`config.mk`:
```
export PLATFORM = sky130hd
export DESIGN_NAME = snn_synapse_integrator
export DESIGN_NICKNAME = d
export VERILOG_FILES = /design/src/rtl/snn_pkg.sv /design/src/rtl/snn_weight_regfile.sv /design/src/rtl/snn_synapse_integrator.sv
export SDC_FILE = /design/constraint.sdc
export NUM_CORES = 1
export LEC_CHECK = 0
export ABC_AREA = 0
export CAP_MARGIN = 20
export CORE_MARGIN = 10
export CORE_UTILIZATION = 30
export CTS_BUF_LIST = sky130_fd_sc_hd__clkbuf_16
export DETAILED_ROUTE_END_ITERATION = 8
export PLACE_DENSITY_LB_ADDON = 0.25
export SYNTH_ARGS = -nofsm -noshare
export SYNTH_HDL_FRONTEND = slang
export SYNTH_SLANG_ARGS = --single-unit
```
`constraint.sdc`:
```
create_clock -name clk -period 17.3 [get_ports clk]
set_clock_uncertainty 0.05 [all_clocks]
set_input_delay 3.46 -clock clk [delete_from_list [all_inputs] [get_ports clk]]
set_output_delay 3.46 -clock clk [all_outputs]
set_load 0.02 [all_outputs]
```
`src/rtl/snn_pkg.sv`:
```
// Shared types and helpers for the SNN input path.
// FSM state enum, neuron width constant, signed saturation.
package snn_pkg;

  typedef enum logic {
    IDLE  = 1'b0,
    CLEAR = 1'b1
  } state_t;

  localparam int NEURON_INPUT_WIDTH = 8;

  // Clamp x into the signed range of a w-bit value.
  function automatic logic signed [31:0] sat(
    input logic signed [31:0] x,
    input int                 w
  );
    logic signed [31:0] hi;
    logic signed [31:0] lo;
    hi = (32'sd1 <<< (w - 1)) - 32'sd1;
    lo = -(32'sd1 <<< (w - 1));
    if (x > hi)      sat = hi;
    else if (x < lo) sat = lo;
    else             sat = x;
  endfunction

endpackage

```
`src/rtl/snn_weight_regfile.sv`:
```
// Signed synaptic weight storage: one write port, one
// clear-index zeroing port, all weights read in parallel.
module snn_weight_regfile #(
  parameter int N  = 8,
  parameter int WW = 8,
  parameter int AW = $clog2(N)
) (
  input  logic                 clk,
  input  logic                 rst_n,
  input  logic                 we,
  input  logic [AW-1:0]        waddr,
  input  logic [WW-1:0]        wdata,
  input  logic                 clr_en,
  input  logic [AW-1:0]        clr_idx,
  output logic [N-1:0][WW-1:0] weights
);

  logic addr_ok;
  assign addr_ok = {1'b0, waddr} < (AW+1)'(N);

  always_ff @(posedge clk or negedge rst_n) begin
    if (!rst_n) begin
      weights <= '0;
    end else begin
      if (we && addr_ok) weights[waddr] <= wdata;
      if (clr_en)        weights[clr_idx] <= '0;
    end
  end

endmodule

```
`src/rtl/snn_synapse_integrator.sv`:
```
// Spike vector -> weighted sum -> decaying saturated current.
// Ports: spike_in, weight write (valid/ready), clear, current_out.
module snn_synapse_integrator
  import snn_pkg::*;
#(
  parameter int NUM_INPUTS    = 8,
  parameter int WEIGHT_WIDTH  = 8,
  parameter int ACC_WIDTH     = 16,
  parameter int CURRENT_WIDTH = NEURON_INPUT_WIDTH,
  parameter int SYN_DECAY     = 2,
  localparam int AW = $clog2(NUM_INPUTS)
) (
  input  logic                     clk,
  input  logic                     rst_n,
  input  logic [NUM_INPUTS-1:0]    spike_in,
  input  logic                     wr_valid,
  output logic                     wr_ready,
  input  logic [AW-1:0]            wr_addr,
  input  logic [WEIGHT_WIDTH-1:0]  wr_data,
  input  logic                     clear_req,
  output logic                     clear_busy,
  output logic [CURRENT_WIDTH-1:0] current_out
);

  state_t  state_q, state_d;
  logic [AW-1:0] idx_q, idx_d;
  logic    clr_en;
  logic    start_clr;
  logic    we;

  logic [NUM_INPUTS-1:0][WEIGHT_WIDTH-1:0] weights;

  logic signed [ACC_WIDTH-1:0] acc;
  logic signed [ACC_WIDTH-1:0] sum_q;
  logic signed [ACC_WIDTH-1:0] syn_q;
  logic signed [ACC_WIDTH-1:0] syn_d;
  logic signed [ACC_WIDTH+1:0] nxt;

  assign clear_busy = (state_q == CLEAR);
  assign wr_ready   = (state_q == IDLE) && !clear_req;
  assign start_clr  = (state_q == IDLE) && clear_req;
  assign we         = wr_valid && wr_ready;

  snn_weight_regfile #(
    .N  (NUM_INPUTS),
    .WW (WEIGHT_WIDTH),
    .AW (AW)
  ) u_rf (
    .clk     (clk),
    .rst_n   (rst_n),
    .we      (we),
    .waddr   (wr_addr),
    .wdata   (wr_data),
    .clr_en  (clr_en),
    .clr_idx (idx_q),
    .weights (weights)
  );

  always_ff @(posedge clk or negedge rst_n) begin
    if (!rst_n) begin
      state_q <= IDLE;
      idx_q   <= '0;
    end else begin
      state_q <= state_d;
      idx_q   <= idx_d;
    end
  end

  always_comb begin
    state_d = state_q;
    idx_d   = idx_q;
    clr_en  = 1'b0;
    unique case (state_q)
      IDLE: begin
        if (clear_req) begin
          state_d = CLEAR;
          idx_d   = '0;
        end
      end
      CLEAR: begin
        clr_en = 1'b1;
        idx_d  = idx_q + 1'b1;
        if (idx_q == AW'(NUM_INPUTS - 1)) begin
          state_d = IDLE;
          idx_d   = '0;
        end
      end
    endcase
  end

  always_comb begin
    acc = '0;
    for (int i = 0; i < NUM_INPUTS; i++) begin
      if (spike_in[i])
        acc = acc + ACC_WIDTH'($signed(weights[i]));
    end
  end

  // Headroom of two bits so the decay and add never wrap
  // before the clamp.
  always_comb begin
    nxt = (ACC_WIDTH+2)'(syn_q)
        - (ACC_WIDTH+2)'(syn_q >>> SYN_DECAY)
        + (ACC_WIDTH+2)'(sum_q);
    syn_d = ACC_WIDTH'(sat(32'(nxt), ACC_WIDTH));
  end

  always_ff @(posedge clk or negedge rst_n) begin
    if (!rst_n) begin
      sum_q <= '0;
      syn_q <= '0;
    end else begin
      if (start_clr || clear_busy) sum_q <= '0;
      else                         sum_q <= acc;
      if (start_clr) syn_q <= '0;
      else           syn_q <= syn_d;
    end
  end

  assign current_out =
    CURRENT_WIDTH'(sat(32'(syn_q), CURRENT_WIDTH));

endmodule

```
======== Word level (Yosys, flattened, before mapping) ========
Index checks and enable logic that the tools add are counted.
Widths: inputs -> output; s select.
storage, ports and cells
  memories kept ........................... 0
  bits in latches ......................... 0
  memory bits (read-only) ................. 0
  memory bits (writable) .................. 0
  flip-flop bits (word level) ............. 100
  output and inout bits ................... 10
operators by class
  multiplexer cells ....................... 28
  $mul .................................... 0
  add/sub/neg operators ................... 10
  shift-type cells ........................ 0
  eq/ne operators ......................... 2
  reduce and logical (&&, ||, !) cells .... 7
  order comparisons ....................... 8
  divide/modulo/power cells ............... 0
  bitwise logic cells ..................... 3
operator list
  cell                  count
  $mux 16               12
  $mux 64               2
  $add 16x8->16         7
  $and 64x64->64        1
  $bwmux 64             1
  $not 64->64           1
  $demux 8 s3           2
  $mux 8                4
  $add 17x16->18        1
  $gt 18x16->1 const B  1
  $lt 18x16->1 const B  1
  $sub 16x14->17        1
  $gt 16x8->1 const B   1
  $lt 16x8->1 const B   1
  $lt 3x4->1 const B    2
  $ge 3x1->1 const B    2
  $mux 3                2
  $pmux 3 s2            1
  $logic_and 1x1->1     5
  $add 3x1->3 const B   1
  $eq 3x3->1 const B    1
  $mux 1                3
  $ne 2x2->1 const B    1
  $pmux 1 s2            1
  3 further kinds       3

======== Logic depth before layout (Yosys ltp) ========
  word-level depth ........................ 16
  mapped depth ............................ 56
  gate-level depth less buffers ........... 55

======== Hierarchy ========
A second synthesis with hierarchy kept.
second synthesis, totals
  cell total of the unflattened synthesis .. 1,337
  area, all modules ....................... 10,969.3 um^2
by module, submodules not included
  module                  cells each  instances  area an instance (um^2)
  snn_synapse_integrator  1,059       1          8,197.9
  snn_weight_regfile      278         1          2,771.4

======== Worst setup path after synthesis ========
Ideal clock, no wire load.
  path type ............................... input -> register
  from .................................... input spike_in[0]
  to ...................................... register sum_q[15]
  slack ................................... 4,760 ps
  data arrival time ....................... 12,417 ps
  cell stages on the path ................. 52
  path buffers ............................ 1
  setup time .............................. 73 ps
  path through ............................ buf_6 -> and2_4 -> ha_1 -> inv_1 -> fa_1 -> nor2b_1 -> o21ai_1 -> a21boi_2 -> o21a_2 -> o21a_1 -> nor2_1 -> xnor2_1 -> mux2_2 -> ha_1 -> or2_2 -> o31ai_1 -> nor2_1 -> a21oi_1 -> [... 16 more ...] -> o31ai_1 -> ha_1 -> inv_1 -> nor4_1 -> a2111oi_0 -> a41oi_1 -> ha_1 -> inv_1 -> xnor2_1 -> o2111a_1 -> ha_1 -> nand2_1 -> nor2_1 -> a221o_1 -> xor2_1 -> nand2_1 -> xnor3_1 -> nor2_1
between the ends
  longest elaborated chain between the ends .. 16
ends and longest elaborated chain
  item                  line                           RTL
  from (decl)           snn_synapse_integrator.sv:15   input logic [NUM_INPUTS-1:0] spike_in,
  $mux 16 *             snn_synapse_integrator.sv:94   if (spike_in[i])
  $add 16x8->16         snn_synapse_integrator.sv:95   acc = acc + ACC_WIDTH'($signed(weights[i]));
  $mux 16 *             snn_synapse_integrator.sv:94
  $add 16x8->16         snn_synapse_integrator.sv:95
  $mux 16 *             snn_synapse_integrator.sv:94
  $add 16x8->16         snn_synapse_integrator.sv:95
  $mux 16 *             snn_synapse_integrator.sv:94
  $add 16x8->16         snn_synapse_integrator.sv:95
  $mux 16 *             snn_synapse_integrator.sv:94
  $add 16x8->16         snn_synapse_integrator.sv:95
  $mux 16 *             snn_synapse_integrator.sv:94
  $add 16x8->16         snn_synapse_integrator.sv:95
  $mux 16 *             snn_synapse_integrator.sv:94
  $add 16x8->16         snn_synapse_integrator.sv:95
  $mux 16 *             snn_synapse_integrator.sv:94
  $mux 16 *             snn_synapse_integrator.sv:113  if (start_clr || clear_busy) sum_q <= '0;
  to (signal assigned)  snn_synapse_integrator.sv:110  sum_q <= '0;
  to (signal assigned)  snn_synapse_integrator.sv:113
  to (signal assigned)  snn_synapse_integrator.sv:114  else sum_q <= acc;
  to (decl)             snn_synapse_integrator.sv:34   logic signed [ACC_WIDTH-1:0] sum_q;
Mark *: on every way between the ends. The rest lies on a longest branch, timed or not.
A chain may end at the register's enable or synchronous reset.

======== Worst setup path in the final report ========
Same ends and word-level chain as after synthesis.

==> results_dict.tcl <==
set metrics [dict create \
    status "complete, no violations" \
    clkTransAtPathRegs_ns 0.07 \
    period_minus_slack_ns 14.42 \
    die_y_um 214 \
    ir_drop_mv 0.0986 \
    grt_pass1_vias 9422 \
    avgSynthCellArea_um2 8.44 \
    antenna_found_initial 0 \
    dp_hpwl_um 25100 \
    portBuffers 32 \
    ys.flop_type "dfrtp_1" \
    p_clk_share_pct 9.0 \
    critPathMaxStageDelay_ns 0.66 \
    syn_to_final_growth_pct 10.2 \
    final-seq-area_mm2 0.00250 \
    setup_violations 0 \
    ys_seq_elements 100 \
    async_reset_ff_share_pct 100 \
    syn_inst 1341 \
    path_buf_inv 4 \
    vias_per_cell 5.09 \
    fmax_ghz 0.0694 \
    cts_made_buffers 9 \
    maxCapViolCount 0 \
    synth_top_area_cell "dfrtp_1" \
    slew_viol_final 0 \
    wl_um 31500 \
    grt_max_degree 54 \
    num_rows 71 \
    holdWs_ns 0.483 \
    place.gp.congestion 0.849 \
    switchingPower_uw 1120 \
    clock_sinks 100 \
    switching_share_pct 48.8 \
    tns_ns 0 \
    dr.first_iter.drc_count 468 \
    fillers 3991 \
    cp-end-kind "register" \
    worstMarginPinSlew_ns 0.894 \
    drive_gt1_share_pct 6.70 \
    routedWlPerCell_um 16.8 \
    drtPass1Iterations 5 \
    crit_fanout 12 \
    ctsRootBufferMaster "clkbuf_16" \
    post_cts_resized 0 \
    timing.final.crit_share_pct 83.3 \
    start_kind "input port" \
    ys_seq_area_share_pct 22.1 \
    vias 9521 \
    ys_types 93 \
    dieWidth_um 214 \
    initial_utilization_pct 30.2 \
    hold_violations 0 \
    finalNetCount 1521 \
    power.leakage_uw 0.00645 \
    syn-cell-area_mm2 0.0113 \
    synth.area.top_cells "dfrtp_1, ha_1, mux2i_1, nor2_1, inv_1" \
    critical_path_required_ns 17.55 \
    slew_headroom_pct 39.9 \
    p_seq_share_pct 17.1 \
    p_per_area_mw_per_mm2 184 \
    path_delay_family "compound AO/OA/AOI/OAI gates" \
    num_io_pins 33 \
    p_int_uw 1180 \
    hold_class "reg2reg" \
    crit_slowest_cell "clkdlybuf4s50_1" \
    drc 0 \
    cpMostUsedCell "ha_1" \
    yosys_warnings 0 \
    synth_top_area_share_pct 22.1 \
    cts_tree "built" \
    die_area_mm2 0.0459 \
    critPathKind "in2reg" \
    grt_util_all_layers_pct 13.6 \
    rsz0062_at_grt "false" \
    critPathArrivalTime_ns 14.67 \
    synth-edff-count 0 \
    htreeDepth 3 \
    clockBufferDepth 2 \
    grt_pass1_wl_um 50800 \
    synth_nets 1508 \
    pwr-share-comb_pct 73.8 \
    post-cts-setup-buffer-count 0 \
    postRouteAntennaNets 0 \
    ctsHoldBuffers 0 \
    grt_remaining_overflow 0 \
    coreArea_mm2 0.0375 \
    multi_input_area_mm2 0.00820 \
    clkLatencyLatePin_ns 0.37 \
]
## metal layers
| layer | vias to the layer above | GRT usage, % | wire length, um |
|---|---|---|---|
| li1 | 4810 | - | - |
| met1 | 4533 | 17.2 | 14500 |
| met2 | 149 | 23.9 | 15600 |
| met3 | 29 | 1.95 | 917 |
| met4 | 0 | 3.05 | 487 |
| met5 | - | 0 | 0 |
## cells in the mapped netlist, drive strengths merged, types with 7 or more instances
library cell	number
nor2	146
inv	125
ha	121
dfrtp	100
nand2	94
mux2i	80
o21ai	67
a21oi	63
a21o	48
xnor2	46
nor3	36
clkbuf	33
xor2	32
o21a	29
mux2	25
fa	23
nand2b	19
nor2b	19
a31oi	18
nand3	18
a211oi	15
and3	14
o211ai	13
or3	12
and2	11
or2	11
a211o	8
nor4	8
o31ai	8
a21boi	7
## registers in the layout, summed over array words and instances (netlist names)
name	count
u_rf.weights	64
sum_q	16
idx_q	3
syn_q	16
clear_busy	1
## layout by cell type, fill, tap and decap left out, drive strengths merged, types with 12 or more instances in the layout
cell type        n
a31oi           18
mux2            25
and3            14
nor2b           19
nor3            36
o21a            29
o211ai          13
a21o            48
dfrtp          100
xor2            32
o21ai           67
nand2           94
ha             121
clkdlybuf4s50   31
mux2i           80
inv            128
a211oi          15
a21oi           63
xnor2           46
nor2           146
nand2b          19
nand3           18
fa              23
or3             12
## final timing paths
check / endpoint / from / cells past startpoint / slack (ns)
hold reg to reg: u_rf.weights[61]$_DFF_PN0_ / u_rf.weights[61]$_DFF_PN0_ / 2 / 0.48
hold / removal: u_rf.weights[61]$_DFF_PN0_ / u_rf.weights[61]$_DFF_PN0_ / 2 / 0.48
max in group asynchronous: u_rf.weights[22]$_DFF_PN0_ / rst_n / 2 / 12.92
min in group asynchronous: idx_q[1]$_DFFE_PN0N_ / rst_n / 1 / 3.07
setup / recovery: sum_q[15]$_DFF_PN0_ / spike_in[0] / 51 / 2.88
setup reg to reg: sum_q[15]$_DFF_PN0_ / u_rf.weights[0]$_DFF_PN0_ / 50 / 6.32
## stage by stage
stage,instances,utilization (%),total power [uW],setup slack (ns),instance area (um2)
finish,1871,33.3,2300,2.88,12500
CTS,1869,33.3,2320,2.87,12500
floorplan,1341,-,1720,4.76,11300
detailed placement,1853,32.5,2090,2.52,12200
global route,1870,33.3,2540,1.93,12500
global placement,1853,32.5,2080,2.50,12200
## cell families (layout without fill, tap and decap cells)
logic type / after synthesis / count (layout) / synth area share, %
and+or+nand+nor: 406 / 406 / 17.1
AOI/OAI and AO/OA: 342 / 342 / 21.6
buffers and inverters: 163 / 181 / 5.52
adders and majority gates: 145 / 145 / 17.5
muxes: 105 / 105 / 9.72
DFF: 100 / 100 / 22.1
xor gates and xnor gates: 80 / 80 / 6.43
other: 0 / 1 / 0
## power by group through the flow
stage          combinational [uW]  clock, uW  sequential (uW)
4_1_cts                      1710        216              395
2_1_floorplan                1350          0              370
3_5_place_dp                 1690          0              398
6_report                     1700        207              393
5_1_grt                      1910        224              405
3_3_place_gp                 1680          0              399
## area by class of cell
type,count,share of cell area (%)
sequential,100,20.0
antenna,1,0.0200
inverter,125,3.76
clock buffer,9,1.80
clock inverter,7,0.571
multi-input combinational,1078,65.7
timing repair buffer,40,3.03
tap,511,5.12
## worst reg2reg max path: cells and delay by family (launching register included)
family	cells	cell delay, ns
buffers and inverters	3	0.29
flip-flops	1	0.38
AND/OR/NAND/NOR	15	1.75
XOR/XNOR	6	0.97
multiplexers	1	0.30
AO/OA/AOI/OAI	17	4.66
adder cells (fa/ha/maj)	8	2.52
(Power assumes the default switching activity.)
